## src/rtl/fpga_rst_seq_pkg.sv

```systemverilog
// -----------------------------------------------------------------------------
// fpga_rst_seq_pkg
// Shared types and constants for the board-level reset sequencer.
//   rst_state_e  : sequencer state encoding, also exported on state_o for ILA
//   DEF_*        : default cycle counts (50 MHz system clock)
//   max4         : largest of four counts, sizes the shared down-counter
//   cnt_width    : bits needed to hold a count value
// -----------------------------------------------------------------------------
package fpga_rst_seq_pkg;

    typedef enum logic [2:0] {
        PERST = 3'd0,
        CALIB = 3'd1,
        PHY   = 3'd2,
        WREL  = 3'd3,
        RUN   = 3'd4,
        HOLD  = 3'd5,
        FAULT = 3'd6
    } rst_state_e;

    // 100 ms of PERST_N low at 50 MHz
    localparam int unsigned DEF_PERST_CYC = 32'd5000000;
    // 1 s budget for DDR calibration
    localparam int unsigned DEF_CALIB_TMO = 32'd50000000;
    // 10 ms between PHY release and CPU release readiness
    localparam int unsigned DEF_PHY_DLY   = 32'd500000;
    // minimum CPU reset width on a re-reset
    localparam int unsigned DEF_CPU_HOLD  = 32'd1000;
    localparam bit          DEF_AUTO_REL  = 1'b0;

    function automatic int unsigned max4(input int unsigned a,
                                         input int unsigned b,
                                         input int unsigned c,
                                         input int unsigned d);
        int unsigned m;
        m = a;
        if (b > m) begin
            m = b;
        end
        if (c > m) begin
            m = c;
        end
        if (d > m) begin
            m = d;
        end
        return m;
    endfunction

    function automatic int unsigned cnt_width(input int unsigned max_val);
        return $clog2(max_val + 32'd1);
    endfunction

endpackage

```

## src/rtl/fpga_rst_seq_if.sv

```systemverilog
// -----------------------------------------------------------------------------
// fpga_rst_seq_if
// Board-side signals of the reset sequencer.
//   master : board/button/DDR side, drives the requests and observes resets
//   slave  : the sequencer itself
// Signals:
//   cpu_rel_i     single-cycle CPU release pulse (debounced button)
//   cpu_hold_i    level, forces the CPU back into reset while running
//   calib_done_i  DDR init_calib_complete (asynchronous to clk)
//   perst_n_o     PCIe PERST_N
//   phy_rst_o     Ethernet PHY run enable (1 = running)
//   cpu_rstn_o    CPU core reset, active-low
//   fault_o       calibration timeout or loss
//   state_o       current sequencer state
// -----------------------------------------------------------------------------
interface fpga_rst_seq_if;

    logic       cpu_rel_i;
    logic       cpu_hold_i;
    logic       calib_done_i;
    logic       perst_n_o;
    logic       phy_rst_o;
    logic       cpu_rstn_o;
    logic       fault_o;
    logic [2:0] state_o;

    modport master (
        output cpu_rel_i,
        output cpu_hold_i,
        output calib_done_i,
        input  perst_n_o,
        input  phy_rst_o,
        input  cpu_rstn_o,
        input  fault_o,
        input  state_o
    );

    modport slave (
        input  cpu_rel_i,
        input  cpu_hold_i,
        input  calib_done_i,
        output perst_n_o,
        output phy_rst_o,
        output cpu_rstn_o,
        output fault_o,
        output state_o
    );

endinterface

```

## src/rtl/sync_2ff.sv

```systemverilog
// -----------------------------------------------------------------------------
// sync_2ff
// Generic 1-bit two-flop synchronizer. The output follows the input two clock
// edges later. Both flops are cleared by the synchronous reset so that a
// re-sequence never sees a stale level from before the reset.
//   clk   destination clock
//   rst   synchronous active-high reset
//   din   asynchronous input
//   dout  synchronized output
// -----------------------------------------------------------------------------
module sync_2ff #(
    parameter logic RST_VAL = 1'b0
) (
    input  logic clk,
    input  logic rst,
    input  logic din,
    output logic dout
);

    (* ASYNC_REG = "TRUE" *) logic meta_r;
    (* ASYNC_REG = "TRUE" *) logic sync_r;

    // two-stage capture of the asynchronous input
    always_ff @(posedge clk) begin
        if (rst) begin
            meta_r <= RST_VAL;
            sync_r <= RST_VAL;
        end else begin
            meta_r <= din;
            sync_r <= meta_r;
        end
    end

    assign dout = sync_r;

endmodule

```

## src/rtl/fpga_rst_seq.sv

```systemverilog
// -----------------------------------------------------------------------------
// fpga_rst_seq
// Board-level reset sequencer: holds PCIe PERST_N low for PERST_CYC cycles,
// waits for DDR calibration (with timeout), releases the Ethernet PHY, waits
// PHY_DLY cycles, then releases the CPU core on a release pulse (or at once
// when AUTO_REL=1). A running CPU can be re-reset for at least CPU_HOLD cycles
// via cpu_hold_i; losing calibration while the CPU is up, or never getting it,
// parks the sequencer in FAULT until rst.
// Ports:
//   clk   system clock
//   rst   synchronous active-high reset
//   bus   fpga_rst_seq_if.slave (requests in, resets/fault/state out)
// -----------------------------------------------------------------------------
module fpga_rst_seq
    import fpga_rst_seq_pkg::*;
#(
    parameter int unsigned PERST_CYC = DEF_PERST_CYC,
    parameter int unsigned CALIB_TMO = DEF_CALIB_TMO,
    parameter int unsigned PHY_DLY   = DEF_PHY_DLY,
    parameter int unsigned CPU_HOLD  = DEF_CPU_HOLD,
    parameter bit          AUTO_REL  = DEF_AUTO_REL
) (
    input logic           clk,
    input logic           rst,
    fpga_rst_seq_if.slave bus
);

    localparam int unsigned CNT_MAX = max4(PERST_CYC, CALIB_TMO, PHY_DLY, CPU_HOLD);
    localparam int unsigned CNT_W   = cnt_width(CNT_MAX);

    logic             calib_s;
    logic             cnt_zero_s;
    logic [CNT_W-1:0] cnt_r;
    logic [CNT_W-1:0] cnt_load_s;
    rst_state_e       state_r;
    rst_state_e       state_nxt_s;

    logic             perst_n_nxt_s;
    logic             phy_rst_nxt_s;
    logic             cpu_rstn_nxt_s;
    logic             fault_nxt_s;
    logic             perst_n_r;
    logic             phy_rst_r;
    logic             cpu_rstn_r;
    logic             fault_r;

    sync_2ff #(
        .RST_VAL (1'b0)
    ) u_calib_sync (
        .clk  (clk),
        .rst  (rst),
        .din  (bus.calib_done_i),
        .dout (calib_s)
    );

    // The counter is loaded with N-1 on state entry so the exit edge is the
    // N-th edge spent in the state.
    assign cnt_zero_s = (cnt_r == {CNT_W{1'b0}});

    // next-state selection
    always_comb begin
        state_nxt_s = state_r;
        case (state_r)
            PERST: begin
                if (cnt_zero_s) begin
                    state_nxt_s = CALIB;
                end else begin
                    state_nxt_s = PERST;
                end
            end
            CALIB: begin
                // calibration on the timeout edge still counts as success
                if (calib_s) begin
                    state_nxt_s = PHY;
                end else if (cnt_zero_s) begin
                    state_nxt_s = FAULT;
                end else begin
                    state_nxt_s = CALIB;
                end
            end
            PHY: begin
                if (cnt_zero_s) begin
                    state_nxt_s = WREL;
                end else begin
                    state_nxt_s = PHY;
                end
            end
            WREL: begin
                // release pulses outside WREL are simply never looked at
                if (AUTO_REL || bus.cpu_rel_i) begin
                    state_nxt_s = RUN;
                end else begin
                    state_nxt_s = WREL;
                end
            end
            RUN: begin
                // calibration loss outranks a simultaneous hold request
                if (!calib_s) begin
                    state_nxt_s = FAULT;
                end else if (bus.cpu_hold_i) begin
                    state_nxt_s = HOLD;
                end else begin
                    state_nxt_s = RUN;
                end
            end
            HOLD: begin
                if (!calib_s) begin
                    state_nxt_s = FAULT;
                end else if (cnt_zero_s && !bus.cpu_hold_i) begin
                    state_nxt_s = WREL;
                end else begin
                    state_nxt_s = HOLD;
                end
            end
            FAULT: begin
                state_nxt_s = FAULT;
            end
            default: begin
                // unreachable encoding: restart the whole board sequence
                state_nxt_s = PERST;
            end
        endcase
    end

    // counter reload value for the state being entered
    always_comb begin
        cnt_load_s = {CNT_W{1'b0}};
        case (state_nxt_s)
            PERST:   cnt_load_s = CNT_W'(PERST_CYC - 32'd1);
            CALIB:   cnt_load_s = CNT_W'(CALIB_TMO - 32'd1);
            PHY:     cnt_load_s = CNT_W'(PHY_DLY - 32'd1);
            HOLD:    cnt_load_s = CNT_W'(CPU_HOLD - 32'd1);
            default: cnt_load_s = {CNT_W{1'b0}};
        endcase
    end

    // output decode from the next state so outputs move with the state
    always_comb begin
        perst_n_nxt_s  = 1'b0;
        phy_rst_nxt_s  = 1'b0;
        cpu_rstn_nxt_s = 1'b0;
        fault_nxt_s    = 1'b0;
        case (state_nxt_s)
            PERST: begin
                perst_n_nxt_s = 1'b0;
            end
            CALIB: begin
                perst_n_nxt_s = 1'b1;
            end
            PHY, WREL, HOLD: begin
                perst_n_nxt_s = 1'b1;
                phy_rst_nxt_s = 1'b1;
            end
            RUN: begin
                perst_n_nxt_s  = 1'b1;
                phy_rst_nxt_s  = 1'b1;
                cpu_rstn_nxt_s = 1'b1;
            end
            FAULT: begin
                perst_n_nxt_s = 1'b1;
                fault_nxt_s   = 1'b1;
            end
            default: begin
                perst_n_nxt_s = 1'b0;
            end
        endcase
    end

    // state, shared counter and registered outputs
    always_ff @(posedge clk) begin
        if (rst) begin
            state_r    <= PERST;
            cnt_r      <= CNT_W'(PERST_CYC - 32'd1);
            perst_n_r  <= 1'b0;
            phy_rst_r  <= 1'b0;
            cpu_rstn_r <= 1'b0;
            fault_r    <= 1'b0;
        end else begin
            state_r    <= state_nxt_s;
            perst_n_r  <= perst_n_nxt_s;
            phy_rst_r  <= phy_rst_nxt_s;
            cpu_rstn_r <= cpu_rstn_nxt_s;
            fault_r    <= fault_nxt_s;
            if (state_nxt_s != state_r) begin
                cnt_r <= cnt_load_s;
            end else if (!cnt_zero_s) begin
                cnt_r <= cnt_r - {{(CNT_W-1){1'b0}}, 1'b1};
            end else begin
                cnt_r <= cnt_r;
            end
        end
    end

    assign bus.perst_n_o  = perst_n_r;
    assign bus.phy_rst_o  = phy_rst_r;
    assign bus.cpu_rstn_o = cpu_rstn_r;
    assign bus.fault_o    = fault_r;
    assign bus.state_o    = state_r;

endmodule
```

## src/flat_wrapper.sv

```systemverilog
// flat-port wrapper written by rule: the top's interface ports become plain ports
module fpga_rst_seq_flat import fpga_rst_seq_pkg::*;
#(
    parameter int unsigned PERST_CYC = DEF_PERST_CYC,
    parameter int unsigned CALIB_TMO = DEF_CALIB_TMO,
    parameter int unsigned PHY_DLY   = DEF_PHY_DLY,
    parameter int unsigned CPU_HOLD  = DEF_CPU_HOLD,
    parameter bit          AUTO_REL  = DEF_AUTO_REL
)
  (clk, rst, bus_cpu_rel_i, bus_cpu_hold_i, bus_calib_done_i, bus_perst_n_o, bus_phy_rst_o, bus_cpu_rstn_o, bus_fault_o, bus_state_o);
  fpga_rst_seq_if bus_i ();
  input logic clk;
  input logic rst;
  input wire logic [$bits(bus_i.cpu_rel_i)-1:0] bus_cpu_rel_i;
  input wire logic [$bits(bus_i.cpu_hold_i)-1:0] bus_cpu_hold_i;
  input wire logic [$bits(bus_i.calib_done_i)-1:0] bus_calib_done_i;
  output wire logic [$bits(bus_i.perst_n_o)-1:0] bus_perst_n_o;
  output wire logic [$bits(bus_i.phy_rst_o)-1:0] bus_phy_rst_o;
  output wire logic [$bits(bus_i.cpu_rstn_o)-1:0] bus_cpu_rstn_o;
  output wire logic [$bits(bus_i.fault_o)-1:0] bus_fault_o;
  output wire logic [$bits(bus_i.state_o)-1:0] bus_state_o;
  assign bus_i.cpu_rel_i = bus_cpu_rel_i;
  assign bus_i.cpu_hold_i = bus_cpu_hold_i;
  assign bus_i.calib_done_i = bus_calib_done_i;
  assign bus_perst_n_o = bus_i.perst_n_o;
  assign bus_phy_rst_o = bus_i.phy_rst_o;
  assign bus_cpu_rstn_o = bus_i.cpu_rstn_o;
  assign bus_fault_o = bus_i.fault_o;
  assign bus_state_o = bus_i.state_o;
  fpga_rst_seq #(.PERST_CYC(PERST_CYC), .CALIB_TMO(CALIB_TMO), .PHY_DLY(PHY_DLY), .CPU_HOLD(CPU_HOLD), .AUTO_REL(AUTO_REL)) u_core (.clk(clk), .rst(rst), .bus(bus_i));
endmodule
```

## config.mk

```make
export PLATFORM = sky130hd
export DESIGN_NAME = fpga_rst_seq_flat
export DESIGN_NICKNAME = d
export VERILOG_FILES = /design/src/rtl/fpga_rst_seq_pkg.sv /design/src/rtl/fpga_rst_seq_if.sv /design/src/rtl/sync_2ff.sv /design/src/rtl/fpga_rst_seq.sv /design/src/flat_wrapper.sv
export SDC_FILE = /design/constraint.sdc
export NUM_CORES = 1
export LEC_CHECK = 0
export ABC_AREA = 1
export BUFFER_PORTS_ARGS = -buffer_cell sky130_fd_sc_hd__buf_4
export CAP_MARGIN = 10
export CORE_MARGIN = 4
export CORE_UTILIZATION = 45
export CTS_CLUSTER_SIZE = 25
export DETAILED_ROUTE_END_ITERATION = 16
export MAX_ROUTING_LAYER = met4
export PLACE_DENSITY = 0.76
export RECOVER_POWER = 100
export SYNTH_ARGS = -nofsm -noshare
export SYNTH_HDL_FRONTEND = slang
export SYNTH_HIERARCHICAL = 1
export SYNTH_SLANG_ARGS = --single-unit
```

## constraint.sdc

```tcl
create_clock -name clk -period 1.8 [get_ports clk]
set_input_delay 0.18 -clock clk [delete_from_list [all_inputs] [get_ports clk]]
set_output_delay 0.18 -clock clk [all_outputs]
set_load 0.05 [all_outputs]
```

=== Yosys cells after proc, flatten, opt, wreduce, memory -nomap -nowiden ===
Index checks and enable logic that the tools add are counted.
W data, S select, Z words.

* Register bits: 35
* Input port bits: 5
* Logic and storage cells: 47
* Output and inout port bits: 7

* Muxes and demuxes: 17
* Add/sub/neg operators: 1
* Eq/ne operators: 14
* Reductions and logical operators: 7

{| class="wikitable"
|+ Operator list
! operator !! count
|-
| $pmux W26 S4 || 1
|-
| $mux W26 || 2
|-
| $logic_not A26 Y1 || 1
|-
| $sub A26 B1 Y26 const B || 1
|-
| $pmux W3 S7 || 1
|-
| $eq A3 B3 Y1 const B || 6
|-
| $mux W3 || 6
|-
| $eq A3 B2 Y1 const B || 4
|-
| $mux W1 || 7
|-
| $eq A3 B1 Y1 const B || 2
|-
| $logic_not A3 Y1 || 2
|-
| $reduce_or A6 Y1 || 1
|-
| $reduce_or A4 Y1 || 1
|-
| $ne A3 B3 Y1 || 1
|-
| $ne A2 B2 Y1 const B || 1
|-
| $logic_and A1 B1 Y1 || 1
|-
| $logic_not A1 Y1 || 1
|}

=== Logic depth before layout (Yosys ltp) ===
* Depth in word-level cells: 8
* Gate-level depth with buffers: 17
* Mapped depth without buffers: 16

=== Cells and area by module ===
The synthesis kept the hierarchy.

{| class="wikitable"
|+ Modules (own cells, without submodules)
! module !! area an instance (µm²) !! sequential area each (µm²) !! instances !! cells an instance
|-
| fpga_rst_seq || 2132.0 || 660.6 || 1 || 311
|-
| sync_2ff || 55.1 || 40.0 || 1 || 6
|}

=== Least setup slack after synthesis ===
Ideal clock, no wire load.

* Path type: register to register
* Start point: register u_core.state_r[1], in the netlist u_core/bus.state_o[1]
* End point: register u_core.cnt_r[1]
* Setup time: 126 ps
* Path slack: -386 ps
* Required time: 1674 ps
* Stages on the path, launching flop included: 15
* Arrival time: 2060 ps
* Buffers on the path: 1
* Clock period less this slack: 2186 ps
* Path through: dfxtp_1 -> inv_1 -> nor3_1 -> nand2_1 -> nand2_1 -> nor2_1 -> nand3_4 -> nand2_2 -> nand2_4 -> nand2_4 -> inv_4 -> buf_6 -> nand3_1 -> nand2_1 -> nand2_1

* Cells in the longest elaborated chain, start to end: 5
* Elaborated cells between the ends (all ways): 16
* Classes of those cells: eq/ne: 11; mux: 3; reduce/logical: 2

{| class="wikitable"
|+ RTL lines
! item !! RTL line !! RTL
|-
| start: declaration || fpga_rst_seq.sv:35 || <nowiki>rst_state_e state_r;</nowiki>
|-
| start signal: assignment || fpga_rst_seq.sv:179 || <nowiki>state_r <= state_nxt_s;</nowiki>
|-
| $eq A3 B3 Y1, or another cell as far along || fpga_rst_seq.sv:63 || <nowiki>case (state_r)</nowiki>
|-
| $pmux W3 S7 || fpga_rst_seq.sv:63 ||
|-
| $eq A3 B3 Y1, or another cell as far along || fpga_rst_seq.sv:128 || <nowiki>case (state_nxt_s)</nowiki>
|-
| $pmux W26 S4 || fpga_rst_seq.sv:128 ||
|-
| $mux W26 || fpga_rst_seq.sv:184 || <nowiki>if (state_nxt_s != state_r) begin</nowiki>
|-
| end signal: assignment || fpga_rst_seq.sv:185 || <nowiki>cnt_r <= cnt_load_s;</nowiki>
|-
| end signal: assignment || fpga_rst_seq.sv:187 || <nowiki>cnt_r <= cnt_r - {{(CNT_W-1){1'b0}}, 1'b1};</nowiki>
|-
| end signal: assignment || fpga_rst_seq.sv:189 || <nowiki>cnt_r <= cnt_r;</nowiki>
|-
| end: declaration || fpga_rst_seq.sv:33 || <nowiki>logic [CNT_W-1:0] cnt_r;</nowiki>
|}

Parallel ways exist; a longest one is shown, timed or not.
A chain may end at the register's enable or synchronous reset.

=== Worst setup path in the final report ===
* Start point: register u_core.cnt_r[13]
* End point: register u_core.cnt_r[8]

* Cells in the longest elaborated chain, start to end: 8
* Elaborated cells between the ends (all ways): 17
* Classes of those cells: eq/ne: 5; mux: 9; reduce/logical: 3

{| class="wikitable"
|+ RTL lines
! item !! RTL line !! RTL
|-
| start signal: assignment || fpga_rst_seq.sv:173 || <nowiki>cnt_r <= CNT_W'(PERST_CYC - 32'd1);</nowiki>
|-
| start signal: assignment || fpga_rst_seq.sv:185 ||
|-
| start signal: assignment || fpga_rst_seq.sv:187 ||
|-
| $logic_not A26 Y1 (*) || fpga_rst_seq.sv:58 || <nowiki>assign cnt_zero_s = (cnt_r == {CNT_W{1'b0}});</nowiki>
|-
| $logic_and A1 B1 Y1 || fpga_rst_seq.sv:109 || <nowiki>end else if (cnt_zero_s && !bus.cpu_hold_i) begin</nowiki>
|-
| $mux W3 || fpga_rst_seq.sv:109 ||
|-
| $mux W3 || fpga_rst_seq.sv:107 || <nowiki>if (!calib_s) begin</nowiki>
|-
| $pmux W3 S7 || fpga_rst_seq.sv:63 ||
|-
| $eq A3 B3 Y1, or another cell as far along || fpga_rst_seq.sv:128 ||
|-
| $pmux W26 S4 || fpga_rst_seq.sv:128 ||
|-
| $mux W26 || fpga_rst_seq.sv:184 ||
|}

Every way passes the cells marked *; elsewhere a longest branch is shown, timed or not.

==> flow_summary.json <==
{
  "grt_antenna_before_repair": 0,
  "clock-root-buffer": "clkbuf_8",
  "drive_gt1_share_pct": 43.8,
  "cts_tree": "done",
  "nNetsFinal": 427,
  "fin_skew_ns": 0.00554,
  "grt_pass1_vias": 2412,
  "hold_path_class": "input pin to flop",
  "synthArstFlopShare_pct": 0,
  "total_power_mw": 1.43,
  "dp.final_hpwl_um": 4780,
  "io_buffers": 11,
  "power_frac_seq_pct": 55.1,
  "layout_setup_ws_ns": -0.333,
  "synth.most_common_cell": "nand2_1",
  "synth_top_area_cell": "dfxtp_1",
  "dr.pass1.iters": 4,
  "combPwrFrac_pct": 5.5,
  "tightest_slew_ns": 0.610,
  "crit_path_cell_trace": "nor2_4, nand2_2, nor2_4, nand3_4, nand2_4, buf_4, nand3_4, nand2_2, nand2_8, buf_6, nand3_1, nand3_1, nand2_1, nand2_1",
  "ys_seq_area_share_pct": 32.0,
  "startpoint_type": "flop",
  "whs_ns": 0.0972,
  "drt_wl_total_um": 7800,
  "violations": "negative setup slack",
  "hold_viol": 0,
  "die_height_um": 77.7,
  "p_leak_nw": 1.60,
  "drt_iter0_drc": 239,
  "synthesis.nets": 323,
  "worstSetupPathType": "flop to flop",
  "r2r_cells": 14,
  "crit_fanout": 6,
  "gp_congestion": 0.913,
  "cp_slowest_cell": "dfxtp_2",
  "fmax_mhz": 469,
  "max_slew_margin_pct": 59.5,
  "core_area_mm2": 0.00472,
  "synth_flop_cell": "dfxtp_1",
  "cp-end-kind": "flop",
  "ant_nets": 0,
  "ys_top_cells_by_area": "dfxtp_1 (32%), nand2_1 (15%), nor2_1 (6.7%)",
  "n_antenna_cell": 0,
  "grt_use_total_pct": 23.5,
  "cp_data_arrival_time_ns": 2.32,
  "area_growth_pct": 52.3,
  "setup_viol": 32,
  "cts-buffers-inserted": 5,
  "yosys_warnings": 6,
  "synth_common_cells": "nand2_1 (85), nor2_1 (39), dfxtp_1 (35), inv_1 (29), nand3_1 (28)",
  "hold_path_end": "u_core/u_calib_sync/meta_r",
  "vias": 2613,
  "via_per_inst": 5.34,
  "fp.dieArea_mm2": 0.00604,
  "row_count": 25,
  "grt-ovfl-total": 0,
  "die_w_um": 77.7,
  "syn_area_mm2": 0.00219,
  "grt_start_max_net_pins": 16,
  "htree_levels": 2,
  "synth_top_cell_area_share_pct": 32.0,
  "cts_hold_buf": 0,
  "avgSynthCellArea_um2": 6.90,
  "fillers": 325,
  "syn-instance-count": 317,
  "synth_edf_count": 0,
  "io_pins": 12,
  "powerDensity_mw_per_mm2": 428,
  "synth_cell_types": 32,
  "worstHoldStart": "bus_calib_done_i",
  "finalCriticalPeriod_ns": 2.13,
  "slew_violations": 0,
  "cpPeakStageDelay_ns": 0.34,
  "grt_pass1_wl_um": 11100,
  "wl_per_cell_um": 15.9,
  "clkLatencyLatePin_ns": 0.29,
  "switching_power_uw": 342,
  "clock_sinks": 35,
  "status": "finished with violations",
  "r2r_end": "u_core/cnt_r[8]",
  "cts_buffer_depth": 2,
  "route.detailed.drc": 0,
  "worstReg2RegStart": "u_core/cnt_r[13]",
  "initial_utilization_pct": 46.3,
  "path_clk_slew_ns": 0.07,
  "r2r_slack_ns": -0.33,
  "final.period_utilization_pct": 118,
  "hold_path_depth": 3,
  "ir_drop_mv": 0.402,
  "switching_share_pct": 24.0,
  "critical_path_required_ns": 1.99,
  "clkPwrFrac_pct": 39.5,
  "rsz0062_at_grt": "yes",
  "timing.max_cap.violations": 0,
  "ys_ff_latch": 35,
  "p_int_mw": 1.08
}
[logic make-up after synthesis]
| group | share of synthesized area [%] |
|---|---|
| and+or+nand+nor | 46.6 |
| DFF | 32.0 |
| buffers and inverters | 7.04 |
| AOI/OAI and AO/OA | 5.38 |
| adders and majority gates | 0.572 |
| xor gates and xnor gates | 8.41 |
[final cells by class]
| type | instances | area [um2] | share of cell area, % |
|---|---|---|---|
| inverters | 31 | 124 | 3.72 |
| well taps | 67 | 83.8 | 2.52 |
| flip-flops and latches | 35 | 722 | 21.7 |
| clock inverters | 3 | 18.8 | 0.563 |
| multi-input cells | 248 | 1550 | 46.5 |
| repair buffers | 100 | 764 | 23.0 |
| clock buffers | 5 | 68.8 | 2.07 |
[repair_timing]
action,in CTS,in global routing
pin swaps,5,19
buffers inserted,10,8
gates cloned,2,1
gates resized for setup,21,39
endpoints found under the setup margin,27,31
[worst max-delay path, delay by kind of cell (launching register included)]
family	cells	cell delay (ns)
DFF	1	0.34
buffers and inverters	2	0.26
and+or+nand+nor	12	1.42
[placed cells by master, fill, tap and decap left out, types with 3 or more instances in the layout]
master | synthesis | layout
buf_4 | 0 | 87
nand2_1 | 85 | 79
nor2_1 | 39 | 28
inv_1 | 29 | 26
dfxtp_1 | 35 | 24
nand3_1 | 28 | 23
xor2_1 | 16 | 16
nor2_4 | 5 | 11
nor2_2 | 6 | 11
nand2_2 | 5 | 9
nand2_4 | 6 | 8
dfxtp_2 | 0 | 8
clkbuf_1 | 2 | 7
nand4_1 | 7 | 7
nand3_2 | 2 | 6
a21oi_2 | 1 | 6
a21oi_1 | 11 | 6
nor3_1 | 10 | 6
clkbuf_8 | 0 | 5
nor3_2 | 1 | 5
xnor2_1 | 5 | 5
inv_2 | 1 | 4
buf_6 | 2 | 4
nand3_4 | 2 | 3
o21ai_1 | 2 | 3
nand3b_1 | 3 | 3
dfxtp_4 | 0 | 3
[metrics by stage]
stage	instance area (um2)	utilization, %	setup slack [ns]	cells	TNS, ns
finish	3330	70.5	-0.333	489	-5.62
CTS	3130	66.3	-0.0698	480	-1.09
global route	3330	70.5	-0.436	489	-8.52
global placement	2880	61.0	-0.120	460	-0.899
floorplan	2230	-	-0.00575	317	-0.0103
detailed placement	2880	61.0	-0.109	460	-1.79
[state kept, by name, indices dropped and copies added, names as in the netlist]
| name | flops |
|---|---|
| u_core/cnt_r | 26 |
| u_core/bus.state_o | 3 |
| u_core/bus.cpu_rstn_o | 1 |
| u_core/bus.fault_o | 1 |
| u_core/bus.perst_n_o | 1 |
| u_core/bus.phy_rst_o | 1 |
| u_core/u_calib_sync/dout | 1 |
| u_core/u_calib_sync/meta_r | 1 |
[power by group through the flow]
stage	Combinational, mW	Sequential, mW	Clock [mW]
2_1_floorplan	0.0395	0.801	0
3_3_place_gp	0.0669	0.802	0
3_5_place_dp	0.0682	0.802	0
4_1_cts	0.0746	0.785	0.573
5_1_grt	0.0844	0.785	0.595
6_report	0.0782	0.785	0.562
[how the worst max path moves through the flow]
stage                     startpoint               end  slack (ns)  cells after the start
finish              u_core/cnt_r[13]   u_core/cnt_r[8]       -0.33                     14
global route        u_core/cnt_r[13]   u_core/cnt_r[8]       -0.44                     13
CTS                  u_core/cnt_r[1]  u_core/cnt_r[19]       -0.07                     15
detailed placement  u_core/cnt_r[12]  u_core/cnt_r[25]       -0.11                     11
global placement    u_core/cnt_r[12]  u_core/cnt_r[23]       -0.12                     11
floorplan            u_core/cnt_r[0]  u_core/cnt_r[14]      -0.006                     16
[metal layers]
| layer | vias to the layer above | wire, um | global-route usage (%) |
|---|---|---|---|
| li1 | 1224 | - | - |
| met1 | 1216 | 3070 | 28.2 |
| met2 | 134 | 3790 | 39.5 |
| met3 | 39 | 601 | 4.06 |
| met4 | 0 | 342 | 8.36 |
| met5 | - | 0 | - |
Power figures use the tool's default switching activity.
